===== config.mk =====
export PLATFORM = sky130hd
export DESIGN_NAME = alu_wide_seq
export DESIGN_NICKNAME = d
export VERILOG_FILES = /design/src/rtl/alu_wide_seq.sv
export SDC_FILE = /design/constraint.sdc
export NUM_CORES = 1
export LEC_CHECK = 0
export CAP_MARGIN = 5
export CORE_UTILIZATION = 53
export DETAILED_ROUTE_END_ITERATION = 12
export PLACE_DENSITY = 0.82
export SLEW_MARGIN = 40
export SYNTH_ARGS = -nofsm -noshare
export SYNTH_HDL_FRONTEND = slang
export SYNTH_SLANG_ARGS = --single-unit

===== constraint.sdc =====
create_clock -name clk -period 3.5 [get_ports clk]
set_input_delay 0.7 -clock clk [delete_from_list [all_inputs] [get_ports clk]]
set_output_delay 0.7 -clock clk [all_outputs]
set_load 0.02 [all_outputs]

===== src/rtl/alu_wide_seq.sv =====
// Wide ALU sequencer: runs one NIBBLES*4-bit command through a 4-bit ALU, LS nibble first.
// Latency 2*NIBBLES cycles from accept to res_valid with a 1-cycle ALU; illegal ops finish next cycle.
// Backpressure: cmd_ready only in IDLE; res_valid held until res_ready. ALU_WIDE_SEQ_TIMEOUT_EN adds a no-answer abort.
module alu_wide_seq #(
    parameter int NIBBLES = 4
) (
    input  logic                 clk,
    input  logic                 reset,
    input  logic                 cmd_valid,
    output logic                 cmd_ready,
    input  logic [3:0]           cmd_op,
    input  logic [4*NIBBLES-1:0] cmd_a,
    input  logic [4*NIBBLES-1:0] cmd_b,
    input  logic                 cmd_cin,
    output logic                 alu_valid_in,
    output logic [3:0]           alu_a,
    output logic [3:0]           alu_b,
    output logic                 alu_cin,
    output logic [3:0]           alu_ctl,
    input  logic                 alu_valid_out,
    input  logic [3:0]           alu_result,
    input  logic                 alu_carry,
    input  logic                 alu_zero,
    output logic                 res_valid,
    input  logic                 res_ready,
    output logic [4*NIBBLES-1:0] res_data,
    output logic                 res_carry,
    output logic                 res_zero,
    output logic                 res_err
);

    localparam int W  = 4 * NIBBLES;
    localparam int KW = $clog2(NIBBLES);
    localparam logic [KW-1:0] K_LAST = KW'(NIBBLES - 1);

    localparam logic [3:0] OP_INC   = 4'd1;
    localparam logic [3:0] OP_DEC   = 4'd2;
    localparam logic [3:0] OP_ADD   = 4'd3;
    localparam logic [3:0] OP_ADD_C = 4'd4;
    localparam logic [3:0] OP_SUB   = 4'd5;
    localparam logic [3:0] OP_SUB_B = 4'd6;
    localparam logic [3:0] OP_SHL   = 4'd10;
    localparam logic [3:0] OP_SHR   = 4'd11;
    localparam logic [3:0] OP_ROL   = 4'd12;
    localparam logic [3:0] OP_ROR   = 4'd13;

    typedef enum logic [1:0] {
        S_IDLE,
        S_ISSUE,
        S_WAIT,
        S_DONE
    } state_t;

    state_t          r_state;
    state_t          w_state_nxt;

    logic [3:0]      r_op;
    logic [W-1:0]    r_a;
    logic [W-1:0]    r_b;
    logic            r_cin;
    logic [KW-1:0]   r_k;
    logic            r_carry;
    logic [W-1:0]    r_res;
    logic            r_res_carry;
    logic            r_zero;
    logic            r_err;

    logic            w_accept;
    logic            w_illegal;
    logic            w_capture;
    logic            w_last;
    logic            w_timeout;
    logic            w_first;
    logic            w_drive;
    logic            w_is_arith;
    logic            w_is_shift;
    logic [3:0]      w_a_nib;
    logic [3:0]      w_b_nib;
    logic [W-1:0]    w_shl;
    logic [W-1:0]    w_shr;
    logic [3:0]      w_nib_cap;
    logic [W-1:0]    w_res_nxt;

    assign w_accept   = cmd_valid && (r_state == S_IDLE);
    assign w_illegal  = (cmd_op > OP_ROR);
    assign w_capture  = (r_state == S_WAIT) && alu_valid_out;
    assign w_last     = (r_k == K_LAST);
    assign w_first    = (r_k == '0);
    assign w_drive    = (r_state == S_ISSUE) || (r_state == S_WAIT);
    assign w_is_arith = (r_op >= OP_INC) && (r_op <= OP_SUB_B);
    assign w_is_shift = (r_op >= OP_SHL);

    assign w_a_nib = r_a[{r_k, 2'b00} +: 4];
    assign w_b_nib = r_b[{r_k, 2'b00} +: 4];

    // Whole-word shifts; nibble k only borrows its boundary bit from these.
    assign w_shl = {r_a[W-2:0], (r_op == OP_ROL) & r_a[W-1]};
    assign w_shr = {(r_op == OP_ROR) & r_a[0], r_a[W-1:1]};

`ifdef ALU_WIDE_SEQ_TIMEOUT_EN
    logic [2:0] r_tmo_cnt;

    always_ff @(posedge clk or negedge reset) begin
        if (!reset) begin
            r_tmo_cnt <= '0;
        end else if (r_state == S_ISSUE) begin
            r_tmo_cnt <= '0;
        end else if ((r_state == S_WAIT) && !alu_valid_out) begin
            r_tmo_cnt <= r_tmo_cnt + 3'd1;
        end
    end

    // Fourth silent WAIT cycle after the issue pulse gives up on the ALU.
    assign w_timeout = (r_state == S_WAIT) && !alu_valid_out && (r_tmo_cnt == 3'd3);
`else
    assign w_timeout = 1'b0;
`endif

    always_ff @(posedge clk or negedge reset) begin
        if (!reset) begin
            r_state <= S_IDLE;
        end else begin
            r_state <= w_state_nxt;
        end
    end

    always_comb begin
        w_state_nxt = r_state;
        case (r_state)
            S_IDLE:  if (w_accept) w_state_nxt = w_illegal ? S_DONE : S_ISSUE;
            S_ISSUE: w_state_nxt = S_WAIT;
            S_WAIT: begin
                if (w_capture) begin
                    w_state_nxt = w_last ? S_DONE : S_ISSUE;
                end else if (w_timeout) begin
                    w_state_nxt = S_DONE;
                end
            end
            S_DONE:  if (res_ready) w_state_nxt = S_IDLE;
            default: w_state_nxt = S_IDLE;
        endcase
    end

    // Per-nibble ALU command; carry chains from the previous nibble's captured carry.
    always_comb begin
        alu_valid_in = (r_state == S_ISSUE);
        alu_a        = '0;
        alu_b        = '0;
        alu_cin      = 1'b0;
        alu_ctl      = '0;
        if (w_drive) begin
            alu_ctl = r_op;
            alu_a   = w_a_nib;
            alu_b   = w_b_nib;
            case (r_op)
                OP_ADD: begin
                    alu_ctl = w_first ? OP_ADD : OP_ADD_C;
                    alu_cin = w_first ? 1'b0 : r_carry;
                end
                OP_ADD_C: alu_cin = w_first ? r_cin : r_carry;
                OP_SUB: begin
                    alu_ctl = w_first ? OP_SUB : OP_SUB_B;
                    alu_cin = w_first ? 1'b0 : r_carry;
                end
                OP_SUB_B: alu_cin = w_first ? r_cin : r_carry;
                OP_INC: begin
                    alu_ctl = OP_ADD_C;
                    alu_a   = '0;
                    alu_b   = w_b_nib;
                    alu_cin = w_first ? 1'b1 : r_carry;
                end
                OP_DEC: begin
                    alu_ctl = OP_SUB_B;
                    alu_a   = w_b_nib;
                    alu_b   = '0;
                    alu_cin = w_first ? 1'b1 : r_carry;
                end
                default: ;
            endcase
        end
    end

    always_comb begin
        w_nib_cap = alu_result;
        if ((r_op == OP_SHL) || (r_op == OP_ROL)) begin
            w_nib_cap[0] = w_shl[{r_k, 2'b00}];
        end else if ((r_op == OP_SHR) || (r_op == OP_ROR)) begin
            w_nib_cap[3] = w_shr[{r_k, 2'b11}];
        end
        w_res_nxt = r_res;
        w_res_nxt[{r_k, 2'b00} +: 4] = w_nib_cap;
    end

    always_ff @(posedge clk or negedge reset) begin
        if (!reset) begin
            r_op        <= '0;
            r_a         <= '0;
            r_b         <= '0;
            r_cin       <= 1'b0;
            r_k         <= '0;
            r_carry     <= 1'b0;
            r_res       <= '0;
            r_res_carry <= 1'b0;
            r_zero      <= 1'b0;
            r_err       <= 1'b0;
        end else if (w_accept) begin
            r_op        <= cmd_op;
            r_a         <= cmd_a;
            r_b         <= cmd_b;
            r_cin       <= cmd_cin;
            r_k         <= '0;
            r_carry     <= 1'b0;
            r_res       <= '0;
            r_res_carry <= 1'b0;
            r_zero      <= 1'b1;
            r_err       <= w_illegal;
        end else if (w_capture) begin
            r_res   <= w_res_nxt;
            r_carry <= alu_carry;
            // Shift zero must reflect the patched boundary bits, not the ALU's view.
            r_zero  <= w_is_shift ? (w_res_nxt == '0) : (r_zero & alu_zero);
            if (w_last) begin
                r_res_carry <= w_is_arith & alu_carry;
            end else begin
                r_k <= r_k + 1'b1;
            end
        end else if (w_timeout) begin
            r_res       <= '0;
            r_res_carry <= 1'b0;
            r_zero      <= 1'b0;
            r_err       <= 1'b1;
        end
    end

    assign cmd_ready = (r_state == S_IDLE);
    assign res_valid = (r_state == S_DONE);
    assign res_data  = r_res;
    assign res_carry = r_res_carry;
    assign res_zero  = r_zero;
    assign res_err   = r_err;

endmodule

* Word level (Yosys, flattened, before mapping) *
Index checks and enable logic that the tools add are counted.

cells by class
  $add $sub $neg = 2
  multipliers = 0
  divide/modulo/power cells = 0
  magnitude comparators = 6
  eq/ne operators = 18
  shift-type cells = 4
  muxes and demuxes = 40
  bitwise operators = 4
  reduce and logical (&&, ||, !) cells = 17

operators with widths
  cell                      number
  $mux W16                  2
  $shiftx A16 B5 Y4         2
  $mux W2                   9
  $mux W1                   17
  $bwmux W16                1
  $eq A4 B4 Y1 const B      4
  $logic_not A16 Y1         1
  $mux W4                   4
  $pmux W4 S4               1
  $shift A4 B6 Y16 const A  1
  $shiftx A4 B6 Y16         1
  $eq A4 B3 Y1 const B      3
  $lt A4 B5 Y1 const B      2
  $eq A4 B2 Y1 const B      2
  $pmux W2 S4               1
  $pmux W4 S2               1
  $eq A2 B2 Y1 const B      3
  $neg A4 Y6                1
  $reduce_or A2 Y1          3
  $and A1 B1 Y1             4
  $bmux W1 S2               2
  $eq A4 B1 Y1 const B      1
  $ge A4 B1 Y1 const B      1
  $ge A4 B4 Y1 const B      1
  other kinds (14)          23

storage, ports and cells
  register bits = 61
  bits in latches = 0
  bits in writable memories = 0
  bits in read-only memories = 0
  output and inout bits = 35
  logic and storage cells = 102
  memories kept = 0

* Longest topological paths before layout *
Gate-level depths: netlist of run 1.

  depth in word-level cells = 12
  gate-level depth with buffers = 9
  depth with buffers taken out = 7

* Worst setup path before layout of run 1 *
Ideal clock, no wire load.

  path type = reg2out
  start = reg r_k[0]
  end = out alu_cin
  arrival time = 2.540 ns
  data required time = 2.800 ns
  path slack = 0.260 ns
  cell stages (with the launch flop) = 7
  path buffers = 2
  cell sequence = dfrtp_1 -> buf_4 -> inv_1 -> ha_1 -> buf_2 -> maj3_1 -> a2111oi_0

between the ends
  longest elaborated chain between the ends = 4
  elaborated cells between the ends (all ways) = 6
  classes of those cells = mux: 5; reduce/logical: 1

RTL lines
  element                            line  source
  start, declared                    61    logic [KW-1:0] r_k;
  start signal, assigned             225   r_k <= r_k + 1'b1;
  $logic_not A2 Y1 *                 88    assign w_first = (r_k == '0);
  $mux W1, on equally long branches  --
  $pmux W1 S3 *                      155   case (r_op)
  $mux W1 *                          151   if (w_drive) begin
  end, declared                      18    output logic alu_cin,

Every way passes the cells marked *; elsewhere a longest branch is shown, timed or not.

* Worst setup path in the final report of run 1 *
Same ends and word-level chain as after synthesis.

==> results by group, run 1 <==
Routing
  – DR vias: 2928
  – DR vias/cell: roughly 5.6
  – DR WL/cell: approximately 15 um
  – Initial drt markers: 182
  – DRT Pass-1 Iters: 5
  – Top sig layer: met4
  – DR WL met3: 362 um
  – Remaining DRCs: 0
  – Wl on met1: 3.58 mm
  – Routed length on met2: 4.06 mm
  – Drt total wl: between 8 and 9 mm
  – ANT nets after route: 0

Timing
  – RSZ-0062 raised after global routing: no
  – Fin worst setup slack: 0.156 ns
  – Fin crit share: 0.956
  – Slew HR: 0.526
  – Period minus WS final: 3.34 ns
  – Final hold viol count: 0
  – Setup_tns: 0 ns
  – Max frequency: 299 MHz
  – Setup-failing EPs final: 0
  – Slew @ Worst Pin: 0.711 ns
  – Max Clock Skew: 0.00759 ns
  – Final slew viol count: 0

Pwr
  – Clock power frac: 0.176
  – Internal power: 2.21 mW
  – Switching Share: 0.410
  – Leakage power: 2.00 nW
  – Power per cell area: 856 nW/um^2
  – Peak supply drop: 604 uV
  – Net switching power: about 1.5 mW
  – Comb pwr share: 0.506
  – Seq pwr share: 0.318

Global route
  – Global Route Usage Sum: 0.272
  – Initial antenna violation count: 0
  – Grt total ovfl: 0
  – Largest net degree at the start of global routing: 39
  – Vias in the first global route: slightly below 3000
  – First-pass GRT wire length: between 10 and 15 mm

Synth
  – Top post-synthesis cells by count: nand2_1, dfrtp_1, nor2_1
  – Register bit total from synthesis: 61
  – Synth area leaders: dfrtp_1, nand2_1, mux4_2
  – Post-synth design cell area: between 3000 and 4000 sq um
  – Dominant cell type by area after synthesis: dfrtp_1
  – Top-count cell post-synth: nand2_1
  – Synth Instances: 365
  – Register area share after synthesis: 0.463
  – Synth warn: 0
  – Ys flop type: dfrtp_1
  – Post-synth EDFFs: 0
  – Yosys top cell area share: 0.463
  – Syn Area/Cell: approximately 9 sq um
  – Syn_nets: 423
  – Distinct cells, synth: 50
  – Ys async rst share: 1.00

Floorplanning
  – I/O Pins: slightly above 80
  – Height of the chip: 80.9 um
  – Die ar.: 6540 sq um
  – Core Area: 5960 sq um
  – Row count: 28
  – Initial core utilization: 0.553
  – DIE WIDTH: 80.9 um

Placed design
  – HPWL after DPL: ~5.8 mm
  – IO Port Bufs: 82
  – Setup WS pre-CTS: 0.529 ns
  – Final weighted congestion in routability-driven placement: 0.852

Run status
  – Status: finished clean

Setup path
  – Arrival time at the worst endpoint: 2.64 ns
  – Crit path max fanout: 6
  – Critical Path Sink Type: output port
  – Reg2Reg Setup Slack: 1.36 ns
  – Setup Crit Path Kind: reg2out
  – Req. time, crit path: 2.80 ns
  – Crit start category: register

Clock network
  – Clock tree buffer depth: 2
  – CTS tree: built
  – H-Tree Depth: 3
  – Hold_buf cts: 0
  – Total CTS buffers: 9
  – Clock Tree Root: clkbuf_8
  – Post CTS Setup Buffer Count: 0
  – Clk_lat worst skew: 0.34 ns
  – Clk sink count: 61
  – Cts repair resizes: 0
  – Clk slew on worst S/H paths: around 0.070 ns

Cells and area
  – Filler cells: 457
  – Ant diodes: 0
  – Final nets: between 500 and 600
  – Share of post-route cells with drive strength above 1: 0.0891
  – P&R area growth vs syn: 32.6%

Flow run
  – Max Cap Viol: 0

Hold path
  – Min-delay worst type: in2async
==> metrics by stage <==
step / area, sq um / cells / hold slack (ns) / total power, mW / utilization
floorplan: 3300 / 365 / 0.404 / 2.43 / -
global placement: 4160 / 508 / 0.454 / 3.01 / 0.698
detailed placement: 4160 / 508 / 0.460 / 3.08 / 0.698
CTS: 4370 / 524 / 0.428 / 3.76 / 0.734
global route: 4370 / 524 / 0.471 / 4.01 / 0.734
finish: 4370 / 524 / 0.402 / 3.74 / 0.734
==> per-layer routing <==
metal / track usage / up-vias
met5: 0 / -
met4: 0.105 / 0
met3: 0.0461 / 11
met2: 0.445 / 90
met1: 0.361 / 1427
li1: - / 1400
==> cell usage in the layout (no fill, tap or decap), types with 2 or more instances in the layout <==
cell type,synthesis,final
buf_4,2,7
o21ai_2,2,2
o21ai_1,3,3
clkbuf_8,0,12
nor3_1,4,4
nand2b_1,2,2
clkdlybuf4s50_1,0,81
inv_1,8,8
nand3_1,4,4
a22oi_1,16,16
dfrtp_1,61,61
mux4_2,8,8
o21ai_0,14,14
and3_1,2,2
ha_1,10,10
a21oi_1,4,4
o21a_1,2,2
nor4b_2,2,2
nor3b_1,2,2
nor2_1,23,23
mux2i_1,2,2
and2_1,13,12
nor4_1,4,4
nand2_1,134,134
==> area by class of cell <==
class / count / area (sq um) / area share
Inverter: 8 / 30.0 / 0.00687
Timing Repair Buffer: 89 / 868 / 0.199
Clock inverter: 3 / 42.5 / 0.00974
Multi-Input combinational cell: 275 / 1640 / 0.375
Sequential cell: 61 / 1530 / 0.349
Tap cell: 75 / 93.8 / 0.0215
Clock buffer: 13 / 169 / 0.0387
==> critical path: stages, from the launching register on <==
cell	delay, ns
dfrtp_1	0.35
inv_1	0.13
ha_1	0.24
maj3_1	0.36
a2111oi_0	0.52
clkdlybuf4s50_1	0.70
==> power groups by stage <==
stage / combinational, mW / sequential (mW) / clock, mW
floorplan: 1.31 / 1.12 / 0
global placement: 1.84 / 1.18 / 0
detailed placement: 1.89 / 1.19 / 0
CTS: 1.91 / 1.19 / 0.666
global route: 2.09 / 1.22 / 0.696
finish: 1.89 / 1.19 / 0.659
==> sequential cells by signal, indices dropped and copies added, names as in the netlist <==
register / flops
r_a: 16
r_b: 16
res_data: 16
r_op: 4
r_k: 2
r_state: 2
r_carry: 1
r_cin: 1
res_carry: 1
res_err: 1
res_zero: 1
==> cells by family after synthesis <==
family	synth area share
and+or+nand+nor	0.260
DFF	0.463
AOI/OAI and AO/OA	0.128
buffers and inverters	0.0399
adders and majority gates	0.0410
muxes	0.0607
xor gates and xnor gates	0.00759
==> path summary, 6_finish.rpt <==
kind / startpoint / to / depth (start not counted)
setup / recovery: r_k[0]$_DFFE_PN0P_ / alu_cin / 5
hold / removal: reset / r_b[1]$_DFFE_PN0P_ / 1
hold reg to reg: r_a[10]$_DFFE_PN0P_ / r_a[10]$_DFFE_PN0P_ / 2
setup reg to reg: r_op[0]$_DFFE_PN0P_ / res_zero$_DFFE_PN0P_ / 5
max in group asynchronous: reset / r_op[1]$_DFFE_PN0P_ / 2
min in group clk: r_a[10]$_DFFE_PN0P_ / r_a[10]$_DFFE_PN0P_ / 2
Power figures use the tool's default switching activity.
==> inputs of run 2 (changes only) <==
Settings changed: CAP_MARGIN 5 to 20.
==> results of run 2 <==
Same layout as run 1: the final DEF is identical, and so are final timing and power.
==> inputs of run 3 (changes only) <==
Settings changed: CORE_UTILIZATION 53 to 45, CTS_CLUSTER_SIZE set to 10, PLACE_DENSITY 0.82 to 0.74.
Clock period 3.5 ns to 2.7 ns, I/O delays scaled along.
==> run 3 against run 2 <==
Effect of this change:
- register-to-register slack got worse by 0.81 ns
- highest routed layer unchanged
- first-iteration DRC count increased by 6.6%
- largest power group unchanged
- critical path depth increased by 1
- critical path type unchanged
- combinational power increased by 35%
- power increased by 31%
==> results by group, run 3 (synthesis results as in run 1) <==
Clock network
  – Clock Tree Root: clkbuf_8
  – CTS tree: built
  – Clock tree buffer depth: 2 (unchanged)
  – Clk sink count: 61 (unchanged)
  – H-Tree Depth: 3 (unchanged)
  – Clk slew on worst S/H paths: 0.07 ns (about the same)
  – Total CTS buffers: 9 (unchanged)
  – Hold_buf cts: 0 (unchanged)
  – Clk_lat worst skew: 0.34 ns (about the same)

Setup path
  – Worst path most repeated cell: o21ai_0
  – Crit start category: register
  – Max incr delay on CP: 0.52 ns (-0.18 ns)
  – Req. time, crit path: 2.16 ns (-0.64 ns)
  – Setup Crit Path Kind: reg2out
  – Cells along the critical path: buf_6 -> mux4_2 -> o21ai_0 -> o21ai_0 -> and2_1 -> dlygate4sd2_1
  – Largest delay share family, worst path: multiplexers
  – Slowest stage cell on the critical path: mux4_2
  – Worst Path Buf+Inv: 2 (unchanged)
  – Critical Path Sink Type: output port
  – Arrival time at the worst endpoint: 2.09 ns (-0.55 ns)
  – Crit path max fanout: 15 (+9)

Cells and area
  – Commonest cells after routing, fill and taps aside: nand2_1, clkdlybuf4s50_1, dfrtp_1
  – P&R area growth vs syn: 37.3%
  – Ant diodes: 0 (unchanged)
  – Post-layout instance area: 4530 sq um (+3.6%)
  – Final nets: 514 (+2.4%)
  – Post-Route Utilization: 0.652 (-0.0819)
  – Share of post-route cells with drive strength above 1: 0.121 (+0.0324)
  – Layout Cells excl Fill: 557 (+6.3%)
  – Most common cell after layout, fill and taps aside: nand2_1

Routing
  – Remaining DRCs: 0 (unchanged)
  – DRT Pass-1 Iters: 5 (unchanged)
  – DR vias/cell: 5.14 (-7.9%)
  – Initial drt markers: 194 (+6.6%)
  – Drt total wl: 7.89 mm (-2.6%)
  – DR vias: 2865 (-2.2%)
  – DR WL/cell: 14.2 um (-8.3%)
  – ANT nets after route: 0 (unchanged)

Global route
  – Global Route Usage Sum: 0.227 (-0.0449)
  – First-pass GRT wire length: 13.3 mm (-2.0%)
  – Largest net degree at the start of global routing: 33 (-15%)
  – Initial antenna violation count: 0 (unchanged)
  – Vias in the first global route: 2873 (-0.59%)
  – Grt total ovfl: 0 (unchanged)

Floorplanning
  – Initial core utilization: 0.475 (-0.0788)
  – Row count: 30 (+7.1%)
  – I/O Pins: 83 (unchanged)
  – Die ar.: 7670 sq um (+17%)
  – Core Area: 6940 sq um (+17%)
  – DIE WIDTH: 87.6 um (+8.3%)
  – Height of the chip: 87.6 um (+8.3%)

Timing
  – Period minus WS final: 2.63 ns
  – Setup-failing EPs final: 0 (unchanged)
  – Slew @ Worst Pin: 0.718 ns (+0.00689 ns)
  – Final slew viol count: 0 (unchanged)
  – Setup_tns: 0 ns (unchanged)
  – Fin worst setup slack: 0.0719 ns (-0.0836 ns)
  – Fin crit share: 0.973
  – Slew HR: 0.521 (-0.00460)
  – Hold slack: 0.243 ns (-0.159 ns)
  – Final hold viol count: 0 (unchanged)
  – RSZ-0062 raised after global routing: no
  – Max frequency: around 380 MHz
  – Max Clock Skew: 0.00657 ns (-0.00102 ns)

Flow run
  – Max Cap Viol: 0 (unchanged)

Placed design
  – Final weighted congestion in routability-driven placement: 0.868 (+2.0%)
  – Placed insts: 539 (+6.1%)
  – HPWL after DPL: 5.81 mm (-0.48%)
  – IO Port Bufs: 82 (unchanged)
  – Setup WS pre-CTS: 0.0668 ns (-0.463 ns)
  – Placed Area: 4290 sq um (+3.2%)

Run status
  – Status: finished clean

Pwr
  – Peak supply drop: 444 uV (-26%)
  – Power per cell area: 1080 nW/um^2 (+27%)
  – Final total power: 4.90 mW (+31%)
  – Leakage power: 2.11 nW (+5.9%)

Hold path
  – Min-delay worst type: in2async
-- run 3: worst paths after layout --
kind | from | end | slack (ns) | cells after the start
worst max register to register | r_op[0]$_DFFE_PN0P_ | res_zero$_DFFE_PN0P_ | 0.55 | 5
worst max-delay path | r_k[1]$_DFFE_PN0P_ | alu_a[3] | 0.07 | 6
max in group asynchronous | reset | r_a[6]$_DFFE_PN0P_ | 1.83 | 2
worst min-delay path | reset | r_b[10]$_DFFE_PN0P_ | 0.24 | 1
worst min register to register | r_b[13]$_DFFE_PN0P_ | r_b[13]$_DFFE_PN0P_ | 0.48 | 2
min in group clk | r_b[13]$_DFFE_PN0P_ | r_b[13]$_DFFE_PN0P_ | 0.48 | 2
-- run 3: layout make-up --
| class | instances | area, sq um |
|---|---|---|
| repair buffers | 101 | 986 |
| fillers | 585 | 2420 |
| multi-input cells | 275 | 1650 |
| inverters | 8 | 30.0 |
| well taps | 96 | 120 |
| clock buffers | 13 | 169 |
| clock inverters | 3 | 42.5 |
| flip-flops and latches | 61 | 1530 |
-- run 3: power by group --
part	internal [mW]	leakage, nW	switching [mW]	total, mW
Clock	0.501	0.106	0.353	0.853
Combinational	1.16	1.22	1.39	2.56
Sequential	1.25	0.784	0.246	1.49
-- run 3: worst register-to-register path, cell delays in order, from the launching register on --
cell and delay [ns]:
dfrtp_1 0.53, nor2_1 0.36, a221oi_1 0.16, o41ai_2 0.66, o32a_1 0.28, o21ai_2 0.06
-- run 3: per-layer routing --
| metal | wire [um] | part of all wire | global-route usage | vias to the layer above |
|---|---|---|---|---|
| met5 | 0 | 0 | 0 | - |
| met4 | 74 | 0.0094 | 0.0775 | 0 |
| met3 | 344 | 0.044 | 0.0405 | 7 |
| met2 | 3800 | 0.48 | 0.385 | 80 |
| met1 | 3670 | 0.47 | 0.295 | 1358 |
| li1 | - | - | - | 1420 |
-- run 3: repair_timing --
| item | in CTS | in global routing |
|---|---|---|
| endpoints found under the setup margin | 12 | 6 |
| resized for setup | 13 | 5 |
| gates cloned | 0 | 1 |
| setup buffers | 0 | 1 |
